### src/rtl/ctrl_bin_sched.sv
// ctrl_bin_sched
//   Top-level bin scheduler. Walks bins 1..num_bins in order. Each bin is
//   loaded, solved by the core, and stored back. A partial SAT advances to
//   the next bin. A partial UNSAT either ends the solve or drives a global
//   backtrack to the bin named by conflict analysis.
//
// Ports
//   clk, rst                 clock, asynchronous active-high reset
//   start_i, num_bins_i      solve request and bin count (sampled in IDLE)
//   done_o, sat_o, unsat_o   verdict; holds until the next accepted start
//   err_o                    backtrack target was not below the current bin
//   cur_bin_id_o             bin being worked on
//   start_load_o/done_load_i     load handshake
//   start_core_o/done_core_i     core handshake; core_sat_i, core_unsat_i and
//                                bkt_bin_num_i are valid with done_core_i
//   start_store_o/done_store_i   store handshake
//   start_bkt_o/done_bkt_i       global backtrack handshake to bkt_bin_id_o
//   bin_loads_o              LOAD entries since the last start (saturating)
module ctrl_bin_sched #(
  parameter int WIDTH_BIN_ID = 10,
  parameter int WIDTH_CNT    = 32
) (
  input  logic                    clk,
  input  logic                    rst,
  input  logic                    start_i,
  input  logic [WIDTH_BIN_ID-1:0] num_bins_i,
  output logic                    done_o,
  output logic                    sat_o,
  output logic                    unsat_o,
  output logic                    err_o,
  output logic [WIDTH_BIN_ID-1:0] cur_bin_id_o,
  output logic                    start_load_o,
  input  logic                    done_load_i,
  output logic                    start_core_o,
  input  logic                    done_core_i,
  input  logic                    core_sat_i,
  input  logic                    core_unsat_i,
  input  logic [WIDTH_BIN_ID-1:0] bkt_bin_num_i,
  output logic                    start_store_o,
  input  logic                    done_store_i,
  output logic                    start_bkt_o,
  output logic [WIDTH_BIN_ID-1:0] bkt_bin_id_o,
  input  logic                    done_bkt_i,
  output logic [WIDTH_CNT-1:0]    bin_loads_o
);

  typedef enum logic [2:0] {
    IDLE, LOAD, CORE, STORE, BKT, DONE_SAT, DONE_UNSAT
  } state_t;

  state_t                  state;
  logic [WIDTH_BIN_ID-1:0] num_bins_q;
  logic [WIDTH_BIN_ID-1:0] tgt_q;
  logic                    res_sat_q;

  function automatic logic [WIDTH_CNT-1:0] sat_inc(input logic [WIDTH_CNT-1:0] v);
    return (&v) ? v : v + {{(WIDTH_CNT-1){1'b0}}, 1'b1};
  endfunction

  localparam logic [WIDTH_BIN_ID-1:0] BIN_ONE = {{(WIDTH_BIN_ID-1){1'b0}}, 1'b1};
  localparam logic [WIDTH_CNT-1:0]    CNT_ONE = {{(WIDTH_CNT-1){1'b0}}, 1'b1};

  // Solve parameters and the latched core outcome carry no control meaning
  // outside the states that write them, so they are left unreset.
  // Neither result flag set counts as unsat; sat wins if both are set.
  always_ff @(posedge clk) begin
    if (state == IDLE && start_i) num_bins_q <= num_bins_i;
    if (state == CORE && !start_core_o && done_core_i) begin
      res_sat_q <= core_sat_i;
      tgt_q     <= bkt_bin_num_i;
    end
  end

  // A pulse output being high marks the first cycle of a state visit; done
  // inputs are only honoured once it has dropped, which gives every
  // handshake state a minimum stay of two cycles.
  always_ff @(posedge clk or posedge rst) begin
    if (rst) begin
      state         <= IDLE;
      done_o        <= 1'b0;
      sat_o         <= 1'b0;
      unsat_o       <= 1'b0;
      err_o         <= 1'b0;
      cur_bin_id_o  <= '0;
      start_load_o  <= 1'b0;
      start_core_o  <= 1'b0;
      start_store_o <= 1'b0;
      start_bkt_o   <= 1'b0;
      bkt_bin_id_o  <= '0;
      bin_loads_o   <= '0;
    end else begin
      start_load_o  <= 1'b0;
      start_core_o  <= 1'b0;
      start_store_o <= 1'b0;
      start_bkt_o   <= 1'b0;
      case (state)
        IDLE: begin
          if (start_i) begin
            err_o   <= 1'b0;
            unsat_o <= 1'b0;
            if (num_bins_i == '0) begin
              state       <= DONE_SAT;
              done_o      <= 1'b1;
              sat_o       <= 1'b1;
              bin_loads_o <= '0;
            end else begin
              state        <= LOAD;
              done_o       <= 1'b0;
              sat_o        <= 1'b0;
              cur_bin_id_o <= BIN_ONE;
              start_load_o <= 1'b1;
              bin_loads_o  <= CNT_ONE;
            end
          end
        end
        LOAD: begin
          if (!start_load_o && done_load_i) begin
            state        <= CORE;
            start_core_o <= 1'b1;
          end
        end
        CORE: begin
          if (!start_core_o && done_core_i) begin
            state         <= STORE;
            start_store_o <= 1'b1;
          end
        end
        STORE: begin
          if (!start_store_o && done_store_i) begin
            if (res_sat_q) begin
              if (cur_bin_id_o == num_bins_q) begin
                state  <= DONE_SAT;
                done_o <= 1'b1;
                sat_o  <= 1'b1;
              end else begin
                state        <= LOAD;
                cur_bin_id_o <= cur_bin_id_o + BIN_ONE;
                start_load_o <= 1'b1;
                bin_loads_o  <= sat_inc(bin_loads_o);
              end
            end else if (tgt_q == '0) begin
              state   <= DONE_UNSAT;
              done_o  <= 1'b1;
              unsat_o <= 1'b1;
            end else if (tgt_q >= cur_bin_id_o) begin
              // Conflict analysis may only send us back to an earlier bin.
              state   <= DONE_UNSAT;
              done_o  <= 1'b1;
              unsat_o <= 1'b1;
              err_o   <= 1'b1;
            end else begin
              state        <= BKT;
              start_bkt_o  <= 1'b1;
              bkt_bin_id_o <= tgt_q;
            end
          end
        end
        BKT: begin
          if (!start_bkt_o && done_bkt_i) begin
            state        <= LOAD;
            cur_bin_id_o <= bkt_bin_id_o;
            start_load_o <= 1'b1;
            bin_loads_o  <= sat_inc(bin_loads_o);
          end
        end
        DONE_SAT, DONE_UNSAT: state <= IDLE;
        default: state <= IDLE;
      endcase
    end
  end

endmodule

### config.mk
export PLATFORM = sky130hd
export DESIGN_NAME = ctrl_bin_sched
export DESIGN_NICKNAME = d
export VERILOG_FILES = /design/src/rtl/ctrl_bin_sched.sv
export SDC_FILE = /design/constraint.sdc
export NUM_CORES = 1
export LEC_CHECK = 0
export BUFFER_PORTS_ARGS = -buffer_cell sky130_fd_sc_hd__buf_2
export CAP_MARGIN = 20
export CORE_ASPECT_RATIO = 1.4
export CORE_MARGIN = 5
export CORE_UTILIZATION = 60
export CTS_CLUSTER_DIAMETER = 60
export DETAILED_ROUTE_END_ITERATION = 7
export GPL_ROUTABILITY_DRIVEN = 0
export HOLD_SLACK_MARGIN = 0.03
export PLACE_DENSITY = 0.83
export SLEW_MARGIN = 20
export SYNTH_ARGS = -nofsm -noshare
export SYNTH_HDL_FRONTEND = slang
export SYNTH_SLANG_ARGS = --single-unit
### constraint.sdc
create_clock -name clk -period 6.95 [get_ports clk]
set_input_delay 1.39 -clock clk [delete_from_list [all_inputs] [get_ports clk]]
set_output_delay 1.39 -clock clk [all_outputs]
set_load 0.1 [all_outputs]
**After elaboration in Yosys (flattened, before gate mapping)**

Index checks and enable logic that the tools add are counted.
Widths: inputs -> output; s select.

- Register bits after elaboration: 84
- Bits in latches: 0
- Memory bits (writable): 0
- Memory bits (read-only): 0
- Input bits: 29
- Output and inout port bits: 60
- Word-level logic and storage cells: 127
- Memories kept: 0

- Add/subtract/negate cells: 2
- Multipliers: 0
- Divide/modulo/power cells: 0
- $lt $le $gt $ge: 1
- Equality and inequality tests: 20
- Shift-type cells: 0
- Multiplexer cells: 61
- Bitwise logic cells: 3
- Reduce and logical (&&, ||, !) cells: 25

Operator list:

| operator | number |
|---|---|
| $mux 32 | 6 |
| $pmux 32 s3 | 1 |
| $mux 10 | 6 |
| $add 32x1->32 const B | 1 |
| $reduce_and 32->1 | 1 |
| $mux 1 | 31 |
| $pmux 10 s3 | 1 |
| $reduce_and 5->1 | 5 |
| $mux 3 | 8 |
| $ne 2x2->1 const B | 11 |
| $logic_not 10->1 | 2 |
| $pmux 3 s5 | 1 |
| $reduce_and 6->1 | 2 |
| $add 10x1->10 const B | 1 |
| $eq 10x10->1 | 1 |
| $ge 10x10->1 | 1 |
| $pmux 1 s2 | 4 |
| $logic_and 1x1->1 | 7 |
| $reduce_and 7->1 | 1 |
| $eq 3x2->1 const B | 2 |
| $ne 3x3->1 const B | 2 |
| $logic_not 1->1 | 4 |
| $mux 2 | 2 |
| $ne 4x4->1 const B | 1 |
| other kinds (8) | 10 |

**Logic depth before layout (Yosys ltp)**

- Depth after elaboration: 6
- Gate-level depth with buffers: 11
- Mapped depth without buffers: 8

**Least setup slack after synthesis**

Ideal clock, no wire load.

- Kind: input to register
- From: input port done_core_i
- To: register res_sat_q (enable)
- Library setup time: 412 ps
- Data arrival time: 2754 ps
- Required time: 6538 ps
- Setup slack: 3783 ps
- Stages: 2
- Buffers on the path: 0
- Cell sequence: nand2b_1 -> nor4b_1

- Cells in the longest elaborated chain, start to end: 1

Ends and longest elaborated chain:

| element | line | RTL |
|---|---|---|
| start: declaration | 35 | `input logic done_core_i,` |
| $logic_and 1x1->1 | 68 | `if (state == CORE && !start_core_o && done_core_i) begin` |
| end signal: assignment | 69 | `res_sat_q <= core_sat_i;` |
| end: declaration | 54 | `logic res_sat_q;` |

Every way passes these cells.
A chain may end at the register's enable or synchronous reset.

**Worst setup path in the final report**

- From: register state[0]
- To: register bin_loads_o[5]

- Cells in the longest elaborated chain, start to end: 3
- Elaborated cells between the ends (all ways): 11
- Classes of those cells: eq/ne (7); mux (1); reduce/logical (3)

Ends and longest elaborated chain:

| element | line | RTL |
|---|---|---|
| start: declaration | 51 | `state_t state;` |
| start signal: assignment | 79 | `state <= IDLE;` |
| start signal: assignment | 102 | `state <= DONE_SAT;` |
| start signal: assignment | 107 | `state <= LOAD;` |
| $eq 3x2->1, or another cell as far along | 96 | `case (state)` |
| $ne 2x2->1 (no line) / $reduce_bool 3->1 (equally long branches) | - |  |
| $reduce_and 6->1 (no line) | - |  |
| end signal: assignment | 139 | `bin_loads_o <= sat_inc(bin_loads_o);` |
| end signal: assignment | 163 | `bin_loads_o <= sat_inc(bin_loads_o);` |
| end: declaration | 44 | `output logic [WIDTH_CNT-1:0] bin_loads_o` |

Parallel ways exist; a longest one is shown, timed or not.

==> impl_metrics.tcl <==
set metrics [dict create \
    die_w_um 83.33 \
    mostFrequentLayoutCells "buf_2, dfrtp_1, o21ai_0" \
    drcViolationCount 0 \
    yosys_register_bits 84 \
    ys_types 61 \
    cp-end-kind "register" \
    finClkSkew_ns 0.01003 \
    cts_resized 0 \
    worst_ep_required_time_ns 7.19 \
    powerDensity_mw_per_mm2 424.3 \
    crit_path_start_kind "register" \
    final.min_clock_period_ns 3.385 \
    root_buffer "clkbuf_8" \
    portBuffers 87 \
    grt-busiest-layer "met2" \
    areaGrowthSynthToFinish_pct 15.32 \
    antenna_found_initial 0 \
    fmax_ghz 0.2954 \
    die_area_mm2 0.009388 \
    instances_no_fill 635 \
    start_util 0.6136 \
    fin_tns_setup_ns 0 \
    maxSlewViolCount 0 \
    p_leak_nw 2.243 \
    path_max_fanout 38 \
    rows 37 \
    grtUsageMet1 0.2963 \
    rsz0062_at_grt "false" \
    async_flop_share 0.7500 \
    avgSynthCellArea_um2 9.927 \
    ys.flop_type "dfrtp_1" \
    synth_edf_count 21 \
    cts_max_level 3 \
    grt_max_degree 64 \
    num_vias 4000 \
    path_buf_inv 1 \
    fill_cells 558 \
    grt-ovfl-total 0 \
    vias_per_cell 6.299 \
    r2r_slack_ns 3.57 \
    finalCritPeriodShare 0.4870 \
    ant_nets 0 \
    worstSkewPairLatency_ns 0.36 \
    maxSlewHeadroom 0.3134 \
    yosysWarningCount 0 \
    syn-cell-area_mm2 0.004517 \
    dp_hpwl_um 8216 \
    synth_nets 496 \
    cts_made_buffers 9 \
    cts_sinks 84 \
    use_met3 0.05213 \
    track_usage 0.2505 \
    drt_wl_total_um 11450 \
    core_mm2 0.007361 \
    criticalPathCategory "reg -> reg" \
    layout_commonest_cell "buf_2" \
    ir_drop_uv 226.9 \
    fp.dieH_um 112.7 \
    wl_per_cell_um 18.03 \
    cp_slowest_stage_delay_ns 0.83 \
    layout-drive-gt1-share 0.2528 \
    cts_tree "yes" \
    hp-class "reg -> reg" \
    synth_area_leaders "dfrtp_1, edfxtp_1, o21ai_0" \
    synth_top_area_frac 0.3490 \
    synth_cells 455 \
    cp_slowest_cell "a211o_1" \
    arrival_ns 3.62 \
    dp_cells 619 \
    cts_max_path_buffers 2 \
    gr-usage-met2 0.4336 \
    yosysSeqAreaShare 0.4886 \
    drt_iter0_markers 373 \
    whs_ns 0.5002 \
    maxCapViolCount 0 \
    outcome "completed" \
    worst_slew_pin_slew_ns 1.030 \
    cts_setup_buffers 0 \
    io_pins 89 \
    finalSetupViolations 0 \
    grt_pass1_vias 3874 \
    grt_pass1_wl_um 19040 \
    postCtsHoldBufs 0 \
    drtPass1Iterations 5 \
    diodes 0 \
    crit_chain "and3b_1, nor2_2, buf_4, nor4_2, a211o_1, nand2b_4, o31ai_1" \
    finalNetCount 574 \
    synth_top_cell_by_area "dfrtp_1" \
    clk_pin_slew_ns 0.08 \
    timing.final.hold_violations 0 \
    critPathTopFamily "simple AND/OR/NAND/NOR gates" \
]
cell type report:
type	count	area, um^2	area share
Timing Repair Buffer	91	465.4	0.08936
Sequential cell	84	2207	0.4237
Inverter	16	60.06	0.01153
Clock buffer	11	141.4	0.02714
Tap cell	97	121.4	0.02330
Multi-Input combinational cell	331	2140	0.4108
Clock inverter	5	73.82	0.01417
flip-flops by register name, indices dropped and copies added (netlist names):
signal / cells
start_core_o: 1
num_bins_q: 10
sat_o: 1
tgt_q: 10
res_sat_q: 1
bkt_bin_id_o: 10
bin_loads_o: 32
cur_bin_id_o: 10
state: 3
err_o: 1
start_bkt_o: 1
start_store_o: 1
unsat_o: 1
start_load_o: 1
done_o: 1
Yosys cell counts, drive strengths merged, types with 12 or more instances:
library cell / n
a21oi: 26
clkbuf: 16
dfrtp: 63
edfxtp: 21
ha: 12
inv: 16
nand2: 29
nand3: 19
nor2: 32
nor3: 12
o21ai: 56
o31ai: 20
report_power, final:
part	switching, mW	internal (mW)
logic	0.823	0.262
registers	0.121	0.620
clock network	0.174	0.210
cells by family (layout without fill, tap and decap cells):
group                      after synthesis  count (layout)  share of synthesized area
and+or+nand+nor                        160             160                     0.1936
buffers and inverters                   40             123                    0.04238
adders and majority gates               12              12                    0.03324
DFF                                     84              84                     0.4886
xor gates and xnor gates                10              10                    0.01939
muxes                                   10              10                    0.02493
AOI/OAI and AO/OA                      139             139                     0.1978
worst paths after layout:
check                          from         endpoint  cells after the start
min reg2reg                 unsat_o          unsat_o                      2
max                        state[0]   bin_loads_o[5]                      7
min in group asynchronous       rst  bin_loads_o[26]                      3
max in group asynchronous       rst    start_store_o                      3
max reg2reg                state[0]   bin_loads_o[5]                      7
min                         unsat_o          unsat_o                      2
per-stage QoR:
| stage | power (mW) | util | setup slack [ns] | area (um^2) |
|---|---|---|---|---|
| floorplan | 1.629 | - | 3.783 | 4517 |
| global placement | 1.794 | 0.6772 | 3.233 | 4985 |
| detailed placement | 1.823 | 0.6784 | 3.287 | 4994 |
| CTS | 2.208 | 0.7076 | 3.612 | 5209 |
| global route | 2.322 | 0.7076 | 3.360 | 5209 |
| finish | 2.210 | 0.7076 | 3.565 | 5209 |
tightest hold or removal path: cells and delay by family, from the launching register on:
kind,cells,cell delay (ns)
flip-flops,1,0.36
AND/OR/NAND/NOR,1,0.05
AO/OA/AOI/OAI,1,0.05
metal layers:
layer,vias to the layer above,wire length [um]
met5,-,0
li1,1862,-
met1,1930,4468
met2,183,5810
met4,0,369
met3,25,803
Note: power is estimated with default switching activity, not from simulation.
